--- src/rtl/weight_loader_pkg.sv ---
// Shared widths, bank encodings, write payload and FSM states for the weight loader.
package weight_loader_pkg;

   localparam int unsigned WORD_W        = 10;
   localparam int unsigned WORDS_PER_ROW = 9;
   localparam int unsigned ROW_W         = WORD_W * WORDS_PER_ROW;
   localparam int unsigned NUM_BANKS     = 3;
   localparam int unsigned DEPTH         = 32;
   localparam int unsigned ADDR_W        = $clog2(DEPTH);
   localparam int unsigned COUNT_W       = ADDR_W + 1;
   localparam int unsigned WCNT_W        = 4;
   localparam int unsigned BANK_IDX_W    = 2;

   localparam logic [NUM_BANKS-1:0] BANK0 = 3'b001;
   localparam logic [NUM_BANKS-1:0] BANK1 = 3'b010;
   localparam logic [NUM_BANKS-1:0] BANK2 = 3'b100;

   typedef enum logic [1:0] {
      IDLE   = 2'd0,
      LOAD   = 2'd1,
      FINISH = 2'd2
   } state_t;

   typedef struct packed {
      logic [NUM_BANKS-1:0] bank;
      logic [ADDR_W-1:0]    addr;
      logic [ROW_W-1:0]     data;
   } wr_req_t;

   // Bank index (0..2) to one-hot bank select.
   function automatic logic [NUM_BANKS-1:0] bank_onehot(input logic [BANK_IDX_W-1:0] idx);
      case (idx)
         2'd0:    bank_onehot = BANK0;
         2'd1:    bank_onehot = BANK1;
         2'd2:    bank_onehot = BANK2;
         default: bank_onehot = '0;
      endcase
   endfunction

endpackage

--- src/rtl/weight_loader_row_packer.sv ---
// Packs consecutive weight words into one bank row, first word at the LSBs.
module weight_loader_row_packer
   import weight_loader_pkg::*;
(
   input  logic              clk,
   input  logic              rst_n,
   input  logic              clear,
   input  logic              en,
   input  logic [WORD_W-1:0] data,
   output logic              row_complete_c,
   output logic [ROW_W-1:0]  row_c
);

   logic [WCNT_W-1:0] cnt;
   logic [ROW_W-1:0]  row;

   // Current row with the incoming word merged into its slot, so a completed row is available in the accept cycle.
   always_comb begin
      row_c = row;
      for (int unsigned k = 0; k < WORDS_PER_ROW; k++) begin
         if (cnt == WCNT_W'(k)) begin
            row_c[k*WORD_W +: WORD_W] = data;
         end
      end
   end

   assign row_complete_c = en && (cnt == WCNT_W'(WORDS_PER_ROW - 1));

   // Word counter and packing register.
   always_ff @(posedge clk or negedge rst_n) begin
      if (!rst_n) begin
         cnt <= '0;
         row <= '0;
      end else if (clear) begin
         cnt <= '0;
         row <= '0;
      end else if (en) begin
         row <= row_c;
         cnt <= row_complete_c ? '0 : cnt + WCNT_W'(1);
      end
   end

endmodule

--- src/rtl/weight_loader.sv ---
// Assembles a stream of weight words into rows and strobes them into bank0/1/2 per entry.
module weight_loader
   import weight_loader_pkg::*;
(
   input  logic                 i_clk,
   input  logic                 i_rst_n,
   input  logic                 i_start,
   input  logic [ADDR_W-1:0]    i_base_addr,
   input  logic [COUNT_W-1:0]   i_num_entries,
   input  logic                 i_abort,
   input  logic [WORD_W-1:0]    i_data,
   input  logic                 i_valid,
   output logic                 o_ready,
   output logic                 o_wr_en,
   output logic [NUM_BANKS-1:0] o_wr_bank,
   output logic [ADDR_W-1:0]    o_wr_addr,
   output logic [ROW_W-1:0]     o_wr_data,
   output logic                 o_busy,
   output logic                 o_done,
   output logic                 o_err
);

   state_t                state, state_next;
   logic [ADDR_W-1:0]     base;
   logic [ADDR_W-1:0]     last_entry;
   logic [ADDR_W-1:0]     entry;
   logic [BANK_IDX_W-1:0] bank_idx;
   logic                  accept_c;
   logic                  row_done_c;
   logic                  last_row_c;
   logic                  start_c;
   logic                  done_next;
   logic                  err_next;
   logic [ROW_W-1:0]      row_c;
   wr_req_t               wr_req_c;

   // Abort beats a same-cycle accept, so the word is dropped.
   assign accept_c   = i_valid && (state == LOAD) && !i_abort;
   assign start_c    = i_start && (state == IDLE);
   assign last_row_c = row_done_c && (bank_idx == BANK_IDX_W'(NUM_BANKS - 1)) && (entry == last_entry);

   weight_loader_row_packer u_packer (
      .clk            (i_clk),
      .rst_n          (i_rst_n),
      .clear          (state == IDLE),
      .en             (accept_c),
      .data           (i_data),
      .row_complete_c (row_done_c),
      .row_c          (row_c)
   );

   assign wr_req_c = '{bank: bank_onehot(bank_idx), addr: base + entry, data: row_c};

   // State register.
   always_ff @(posedge i_clk or negedge i_rst_n) begin
      if (!i_rst_n) state <= IDLE;
      else          state <= state_next;
   end

   // Next-state and pulse decode.
   always_comb begin
      state_next = state;
      done_next  = 1'b0;
      err_next   = i_start && (state != IDLE);
      case (state)
         IDLE: begin
            if (i_start) state_next = LOAD;
         end
         LOAD: begin
            if (i_abort)         state_next = IDLE;
            else if (last_row_c) state_next = FINISH;
         end
         FINISH: begin
            state_next = IDLE;
            done_next  = !i_abort;
         end
         default: state_next = IDLE;
      endcase
   end

   // Load parameters plus bank/entry position; 0 entries wraps to a full 32-entry load.
   always_ff @(posedge i_clk or negedge i_rst_n) begin
      if (!i_rst_n) begin
         base       <= '0;
         last_entry <= '0;
         entry      <= '0;
         bank_idx   <= '0;
      end else if (start_c) begin
         base       <= i_base_addr;
         last_entry <= ADDR_W'(i_num_entries - COUNT_W'(1));
         entry      <= '0;
         bank_idx   <= '0;
      end else if (row_done_c) begin
         if (bank_idx == BANK_IDX_W'(NUM_BANKS - 1)) begin
            bank_idx <= '0;
            entry    <= entry + ADDR_W'(1);
         end else begin
            bank_idx <= bank_idx + BANK_IDX_W'(1);
         end
      end
   end

   // Registered outputs; write payload updates only when a row completes.
   always_ff @(posedge i_clk or negedge i_rst_n) begin
      if (!i_rst_n) begin
         o_ready   <= 1'b0;
         o_busy    <= 1'b0;
         o_done    <= 1'b0;
         o_err     <= 1'b0;
         o_wr_en   <= 1'b0;
         o_wr_bank <= '0;
         o_wr_addr <= '0;
         o_wr_data <= '0;
      end else begin
         o_ready <= (state_next == LOAD);
         o_busy  <= (state_next != IDLE);
         o_done  <= done_next;
         o_err   <= err_next;
         o_wr_en <= row_done_c;
         if (row_done_c) begin
            o_wr_bank <= wr_req_c.bank;
            o_wr_addr <= wr_req_c.addr;
            o_wr_data <= wr_req_c.data;
         end
      end
   end

endmodule

--- config.mk ---
export PLATFORM = sky130hd
export DESIGN_NAME = weight_loader
export DESIGN_NICKNAME = d
export VERILOG_FILES = /design/src/rtl/weight_loader_pkg.sv /design/src/rtl/weight_loader_row_packer.sv /design/src/rtl/weight_loader.sv
export SDC_FILE = /design/constraint.sdc
export NUM_CORES = 1
export LEC_CHECK = 0
export ABC_AREA = 1
export CELL_PAD_IN_SITES_DETAIL_PLACEMENT = 2
export CELL_PAD_IN_SITES_GLOBAL_PLACEMENT = 2
export CORE_MARGIN = 5
export CORE_UTILIZATION = 25
export DETAILED_ROUTE_END_ITERATION = 10
export PLACE_DENSITY_LB_ADDON = 0.3
export SETUP_SLACK_MARGIN = 0.3
export SLEW_MARGIN = 0
export SYNTH_ARGS = -nofsm -noshare
export SYNTH_HDL_FRONTEND = slang
export SYNTH_SLANG_ARGS = --single-unit
--- constraint.sdc ---
create_clock -name i_clk -period 2 [get_ports i_clk]
set_clock_uncertainty 0.2 [all_clocks]
set_input_delay 0.3 -clock i_clk [delete_from_list [all_inputs] [get_ports i_clk]]
set_output_delay 0.3 -clock i_clk [all_outputs]
set_load 0.05 [all_outputs]
==> qor.txt <==
ranking of synthesized cells by area -> dfrtp_1 57%, nand2_1 23%, o21ai_0 6.1%
CTS max path bufs -> 3
Syn Std Cell Area -> 9000 sq um
Post-route DRC -> 0
leading area contributor after synthesis -> dfrtp_1
Post-Route Utilization -> 36.2%
Routed WL per cell -> 18.9 microns
Ys Warns -> 0
LEAKAGE -> 0.00674 uW
via/cell ratio -> 4.61
Worst-Skew Late Latency -> 0.54 ns
Nets -> 1312
H-Tree Depth -> 1
fin crit share -> 90.9%
GRT Total Usage -> 15.7%
TritonCTS buffer count -> 26
Max-cap violations -> 0
post-route ant nets -> 0
DR pass1 iterations -> 4
max-slew violations -> 0
Startpoint Class -> flop
Pint -> 7710 uW
initial antenna violation count -> 0
met2 WL -> 16700 microns
I/O Pins -> 129
Routed met1 length -> 14800 microns
worst hold-check path type -> input pin to async pin
Worst VDD drop -> 0.501 mV
Rel. slew slack -> 68.7%
critical-path maximum fanout -> 6
number of standard cells after synthesis -> 1085
layout cell share with drive strength beyond 1 -> 25.8%
Final setup viols -> 0
fmax -> 550 MHz
CTS tree -> yes
post-synth top area share -> 57.3%
Sw Pwr -> 2930 uW
unrepaired setup endpoints after global routing -> true
Die Area -> 39900 sq um
total power -> 10600 uW
Mapped Nets -> 1122
Worst Tran Pin Value -> 0.469 ns
clk root buf -> clkbuf_16
number of DRC markers in iteration 0 -> 287
Worst Path Required -> 2.26 ns
final hold violations -> 0
vias in the first global route -> 8814
Critical Path AT -> 2.08 ns
syn avg cell area -> 8.30 sq um
Die Span Y -> 200 microns
Crit Path Class -> flop to flop
Placer Congestion -> 0.711
min cycle time layout -> 1.82 ns
non-filler instance count after layout -> 1755
Placed Cells incl. Taps -> 1680
Area growth syn-to-layout -> 42.9%
row count -> 69
initial core utilization -> 25.3%
DR top layer -> met4
Total Wirelength -> 33100 microns
Seq pwr share -> 41.3%
total clock sinks -> 206
die width -> 200 microns
Worst setup EP type -> flop
Clk pin slew, worst setup/hold paths -> 0.06 ns
DR vias -> 8092
number of port buffers -> 127
Gate power share -> 14.0%
sequential share of the synthesized area -> 57.3%
#FFs+latches synth -> 206
half-perimeter wire length after detailed placement -> 21100 microns
Core Area -> 35600 sq um
Power Dens Cells -> 827 nW/um^2
first-pass GRT wire length -> 49800 microns
sw frac -> 27.5%
power share of the clock group -> 44.7%
TNS Setup -> 0 ns
largest net degree at the start of global routing -> 52
GRT overflow -> 0
status -> finished clean
Netlist cell types -> 29
# fillers -> 3955
Fin Hold WS -> 0.0688 ns
met3 wire len -> 1290 microns
==> cells in the final DEF, fill, tap and decap left out, drive strengths merged, types with 2 or more instances in the layout <==
cell type | netlist | layout
nor3 | 3 | 3
nand2 | 558 | 558
o22ai | 22 | 22
clkbuf | 26 | 47
xor2 | 6 | 6
xnor2 | 4 | 4
nand4 | 3 | 3
nand3b | 2 | 2
o21ai | 112 | 112
nor2 | 17 | 17
inv | 57 | 57
ha | 10 | 10
clkinv | 1 | 8
buf | 29 | 184
a21oi | 4 | 4
dfrtp | 206 | 206
clkdlybuf4s50 | 0 | 23
nand3 | 23 | 23
==> power groups by stage <==
stage,Clock [uW],Sequential [uW],Combinational [uW]
6_report,4760,4400,1490
5_1_grt,5100,4410,1630
4_1_cts,4930,4390,1320
3_5_place_dp,0,4470,1270
3_3_place_gp,0,4460,1240
2_1_floorplan,0,4570,524
==> per-stage QoR <==
step	setup slack [ns]	cell area, sq um
2_1_floorplan	0.314	9010
3_3_place_gp	-0.00520	11100
3_5_place_dp	-0.0781	11100
4_1_cts	0.228	12200
5_1_grt	0.106	12900
6_report	0.182	12900
==> final cells by class <==
cell class | instances | area (sq um) | area share (%)
clock buffer | 38 | 797 | 6.19
inverter | 58 | 226 | 1.76
sequential | 206 | 5160 | 40.1
antenna | 1 | 2.50 | 0.0194
multi-input combinational | 766 | 3780 | 29.4
clock inverter | 8 | 68.8 | 0.535
tap | 461 | 577 | 4.48
timing repair buffer | 217 | 2260 | 17.5
==> worst max-delay path: stages, from the launching register on <==
cell       delay [ns]
dfrtp_2          0.46
inv_4            0.11
ha_4             0.16
nand3_4          0.10
nor2_4           0.18
buf_8            0.16
buf_12           0.12
clkbuf_16        0.14
nand2_1          0.05
nand2_1          0.06
==> flip-flops by register name (all words and copies together), names as in the netlist <==
register,flops
o_wr_data,90
o_wr_bank,3
entry,5
o_busy,1
o_wr_addr,5
last_entry,5
o_err,1
o_ready,1
u_packer.cnt,4
u_packer.row,80
bank_idx,2
o_wr_en,1
base,5
state,2
o_done,1
==> metal layers <==
metal | vias to the layer above | GRT usage [%]
met5 | - | 0
met4 | 0 | 2.49
met3 | 24 | 2.37
met2 | 114 | 28.1
met1 | 4150 | 20.5
li1 | 3804 | -
==> synth_stat cells, drive strengths merged <==
library cell	instances
dfrtp	206
nor3b	1
a21oi	4
xor2	6
nand3b	2
nand2	558
o21ai	112
buf	29
ha	10
xnor2	4
nand4	3
inv	57
o22ai	22
nor3	3
clkinv	1
clkbuf	26
fa	1
nor2	17
nand3	23
==> kinds of logic after synthesis <==
group,count (synthesis),share of synthesized area [%]
compound gates,138,7.98
xor+xnor,10,0.973
fa+ha+maj,11,1.61
buf+inv,113,5.80
flops,206,57.3
simple gates,607,26.4
==> timing repair <==
item	in CTS	in global routing
buffers inserted	11	4
hold buffers	1	0
cloned	2	10
pin swaps	8	19
endpoints found under the setup margin	181	197
hold endpoints to repair	206	0
gates resized for setup	101	155
==> path summary, 6_finish.rpt <==
path                       slack, ns             to       startpoint  cells past startpoint
setup / recovery                0.18  o_wr_data[38]  u_packer.cnt[1]                      9
hold / removal                  0.07  o_wr_data[82]          i_rst_n                      2
setup reg to reg                0.18  o_wr_data[38]  u_packer.cnt[1]                      9
hold reg to reg                 0.27  o_wr_data[85]    o_wr_data[85]                      2
max in group asynchronous       0.77   o_wr_data[0]          i_rst_n                      3
min in group i_clk              0.11        base[0]   i_base_addr[0]                      3
No activity file was read; power rests on OpenSTA's default activity.
==> RTL edit 1 (same settings) <==
Register the output `o_err` once more; this adds one clock of latency there. The other outputs are not delayed to match.
--- a/src/rtl/weight_loader.sv
+++ b/src/rtl/weight_loader.sv
@@ -21,2 +21,4 @@
 );
+
+   logic o_err_s0;
 
@@ -108,3 +110,3 @@
          o_done    <= 1'b0;
-         o_err     <= 1'b0;
+         o_err_s0  <= 1'b0;
          o_wr_en   <= 1'b0;
@@ -117,3 +119,3 @@
          o_done  <= done_next;
-         o_err   <= err_next;
+         o_err_s0 <= err_next;
          o_wr_en <= row_done_c;
@@ -127,2 +129,6 @@
 
+   always_ff @(posedge i_clk) begin
+      o_err <= o_err_s0;
+   end
+
 endmodule
Check against the original RTL: not equivalent (a bounded check fails within 4 cycles, from zero or initial values and one cycle with i_rst_n low).
==> RTL edit 1 against the original RTL <==
Area after synthesis grew 0.22%. Power is 2.1% lower. Combinational power is 6% lower. Cell area down 0.24%. Wire length increased by 7.6%. Setup slack got worse by 0.031 ns. Sequential cell count grew 1.
==> RTL edit 1: results <==
group,metric,value,unit
run_status,status,"completed",
final_layout,clk_share,6.48,%
route,vias,8150,
route,vias_per_cell,4.61,
route,wl_met3,1230,µm
final_layout,fin_nets,1322,
final_layout,nMultiInputCombCells,767,
logic_synthesis,yosysWarnings,0,
route,top_layer_used,"met4",
logic_synthesis,seq_area_frac_synth,57.4,%
placement,post-place-ws,-0.0914,ns
setup_path,reg2reg_to,"o_wr_data[20]",
placement,dpl_cell_area,11100,µm²
power_and_ir_drop,vdd_ir_drop_max,505,µV
final_layout,drive_gt1_share,23.8,%
route,wl,35600,µm
power_and_ir_drop,p_leak,0.00669,µW
grt,gr-usage-met3,2.25,%
clocking,cts_hold_buf,1,
sta,worst_slack,0.151,ns
final_layout,multi_input_area,3630,µm²
logic_synthesis,syn_nets,1123,
final_layout,n_sequential_cell,207,
setup_path,reg2reg_depth,8,
placement,dp_hpwl,21300,µm
final_layout,buffer_area_share,18.6,%
logic_synthesis,synthArstFlopShare,99.5,%
logic_synthesis,avgSynthCellArea,8.31,µm²
final_layout,nClkBuffers,46,
grt,grt_first_pass_wirelength,50900,µm
clocking,ctsResizeCount,89,
final_layout,top_regs,"o_wr_data x90, u_packer.row x80",
clocking,clockBufferDepth,3,
grt,gr-usage-met2,29.6,%
setup_path,worst_ep_arrival_time,2.05,ns
setup_path,worst-path-max-fanout,18,
final_layout,nFillCells,3957,
final_layout,nNonClkBuffers,224,
grt,grt_use_met1,20.5,%
grt,grt_pass1_vias,8903,
clocking,post_cts_buffers,7,
grt,globalRouteTotalUtil,16.2,%
die,core.rowCount,69,
final_layout,diodes,0,
final_layout,syn_to_final_growth,42.3,%
placement,gp_congestion,0.740,
final_layout,register_area,5180,µm²
placement,io_buffers,127,
sta,maxSlewHeadroom,62.2,%
clocking,clock_latency,0.53,ns
clocking,numCtsBuffers,27,
setup_path,path_class,"register to register",
placement,dp_cells,1683,
route,drtIter0Drc,338,
logic_synthesis,synth_area_leaders,"dfrtp_1 (57%), nand2_1 (23%), o21ai_0 (6.0%)",
route,wl_met2,18400,µm
setup_path,cpLargestDelayFamily,"flip-flops",
logic_synthesis,ys_types,30,
route,wl_met1,15400,µm
==> RTL edit 1: kinds of logic after synthesis <==
family                   after synthesis  synth area share (%)
AO/OA/AOI/OAI                        138                  7.96
XOR/XNOR                              10                 0.971
adder cells (fa/ha/maj)               11                  1.61
buffers and inverters                113                  5.78
flip-flops                           207                  57.4
AND/OR/NAND/NOR                      607                  26.3
==> RTL edit 1: worst min path at each step <==
stage / startpoint / end / slack (ns) / depth (start not counted)
CTS: i_rst_n / o_wr_addr[4] / 0.04 / 2
detailed placement: i_rst_n / o_wr_addr[4] / 0.01 / 1
global route: i_rst_n / o_wr_addr[4] / 0.06 / 2
global placement: i_rst_n / o_wr_addr[4] / 0.01 / 1
finish: i_rst_n / o_wr_addr[4] / 0.03 / 2
floorplan: i_rst_n / bank_idx[0] / -0.20 / 0
==> RTL edit 1: power breakdown <==
group	total, µW	internal (µW)	switching (µW)	leakage (µW)
clock	4600	2740	1850	0.000409
combinational	1400	507	898	0.00344
sequential	4420	4320	95.3	0.00284
total	10400	7570	2850	0.00669
==> RTL edit 2 (same flow settings) <==
Made on the original files. `WORDS_PER_ROW`: 9 -> 8.
--- a/src/rtl/weight_loader_pkg.sv
+++ b/src/rtl/weight_loader_pkg.sv
@@ -4,3 +4,3 @@
    localparam int unsigned WORD_W        = 10;
-   localparam int unsigned WORDS_PER_ROW = 9;
+   localparam int unsigned WORDS_PER_ROW = 8;
    localparam int unsigned ROW_W         = WORD_W * WORDS_PER_ROW;
Interface: changed (resized o_wr_data); port bits go from 129 to 119. No check against the original RTL was run, so the function may have changed too.
==> RTL edit 2 against the original RTL <==
Area after synthesis fell by 8.1%. Sequential cell count shrank 20. Synthesized cell count decreased by 8.7%. Cell area shrank 7.2%. Count of clock-buffer cells in the layout fell by 20. Via count decreased by 5.3%. Power shrank 21%. Wire length increased by 1.1%. Setup slack gained 0.0094 ns.
==> RTL edit 2: results <==
group,metric,value,unit
grt,globalRouteTotalUtil,15.7,%
placement,dp_hpwl,18900,µm
sta,maxSlewHeadroom,61.9,%
final_layout,diodes,0,
placement,gp_congestion,0.729,
final_layout,multi_input_area,3400,µm²
setup_path,reg2reg_to,"entry[1]",
setup_path,worst-path-max-fanout,8,
run_status,status,"completed",
final_layout,fin_nets,1230,
final_layout,nMultiInputCombCells,700,
clocking,clock_sinks,186,
final_layout,nNonClkBuffers,239,
route,drtIter0Drc,346,
final_layout,buffer_area_share,20.9,%
logic_synthesis,ys_types,28,
grt,grt_first_pass_wirelength,45200,µm
clocking,numCtsBuffers,17,
clocking,clockBufferDepth,2,
setup_path,reg2reg_depth,8,
route,post_drt_wl_per_cell,20.3,µm
clocking,clock_latency,0.44,ns
logic_synthesis,synth_area_leaders,"dfrtp_1 (56%), nand2_1 (21%), nand3_1 (4.8%)",
route,vias_per_cell,4.65,
clocking,cts_htree_levels,4,
logic_synthesis,seq_area_frac_synth,56.3,%
final_layout,nClkBuffers,18,
power_and_ir_drop,vdd_ir_drop_max,628,µV
final_layout,register_area,4660,µm²
logic_synthesis,ys_top_cells_by_count,"nand2_1 (462), dfrtp_1 (186), nand3_1 (79)",
final_layout,top_regs,"o_wr_data x80, u_packer.row x70",
placement,io_buffers,117,
final_layout,nNonClkInverters,49,
clocking,clk_pin_slew_worst_paths,0.08,ns
grt,grt_max_degree,59,
setup_path,worst_ep_arrival_time,1.93,ns
grt,grt_pass1_vias,7932,
logic_synthesis,syn_nets,1028,
clocking,ctsResizeCount,61,
RTL edit 2: how the worst max path moves through the flow:
| stage | from | end | slack, ns |
|---|---|---|---|
| 6_report | u_packer.cnt[1] | entry[1] | 0.19 |
| 5_1_grt | state[1] | entry[1] | 0.10 |
| 4_1_cts | u_packer.cnt[0] | o_wr_data[50] | 0.22 |
| 3_5_place_dp | i_abort | u_packer.row[25] | -0.19 |
| 3_3_place_gp | i_abort | u_packer.row[18] | -0.12 |
| 2_1_floorplan | entry[0] | o_wr_addr[4] | 0.33 |
RTL edit 2: layer usage:
metal	part of all wire, %	track usage, %	up-vias	wire length (µm)
met3	2.8	2.58	23	952
met4	1.4	3.15	0	452
li1	-	-	3565	-
met5	0	0	-	0
met1	43	20.5	3956	14500
met2	52	27.7	120	17500
RTL edit 2: critical path, cell delays in order, from the launching register on:
cell     delay, ns
dfrtp_2       0.44
ha_4          0.18
nand3_4       0.10
nor2_4        0.15
buf_4         0.20
buf_12        0.17
nand2_8       0.08
nand3_1       0.09
nand2_1       0.08
RTL edit 2: stage by stage:
stage	setup TNS, ns	cells	power, µW	setup WS (ns)	area (µm²)
after floorplan	0	991	4380	0.333	8280
after global placement	-11.37	1558	4790	-0.121	10100
after detailed placement	-21.55	1558	4810	-0.188	10100
after CTS	0	1604	8420	0.221	11000
after global routing	0	1647	8780	0.101	11900
final	0	1647	8410	0.191	11900
RTL edit 2: cell families after synthesis:
group                      synth area share [%]
and+or+nand+nor                            27.2
AOI/OAI and AO/OA                          7.28
xor gates and xnor gates                   1.27
adders and majority gates                  1.75
buffers and inverters                      6.22
DFF                                        56.3
RTL edit 2: where the power goes:
group          total, µW  internal, µW  switching, µW
Sequential          3910          3840           67.3
Clock               3550          1900           1650
Combinational        944           318            626
Total               8410          6070           2340
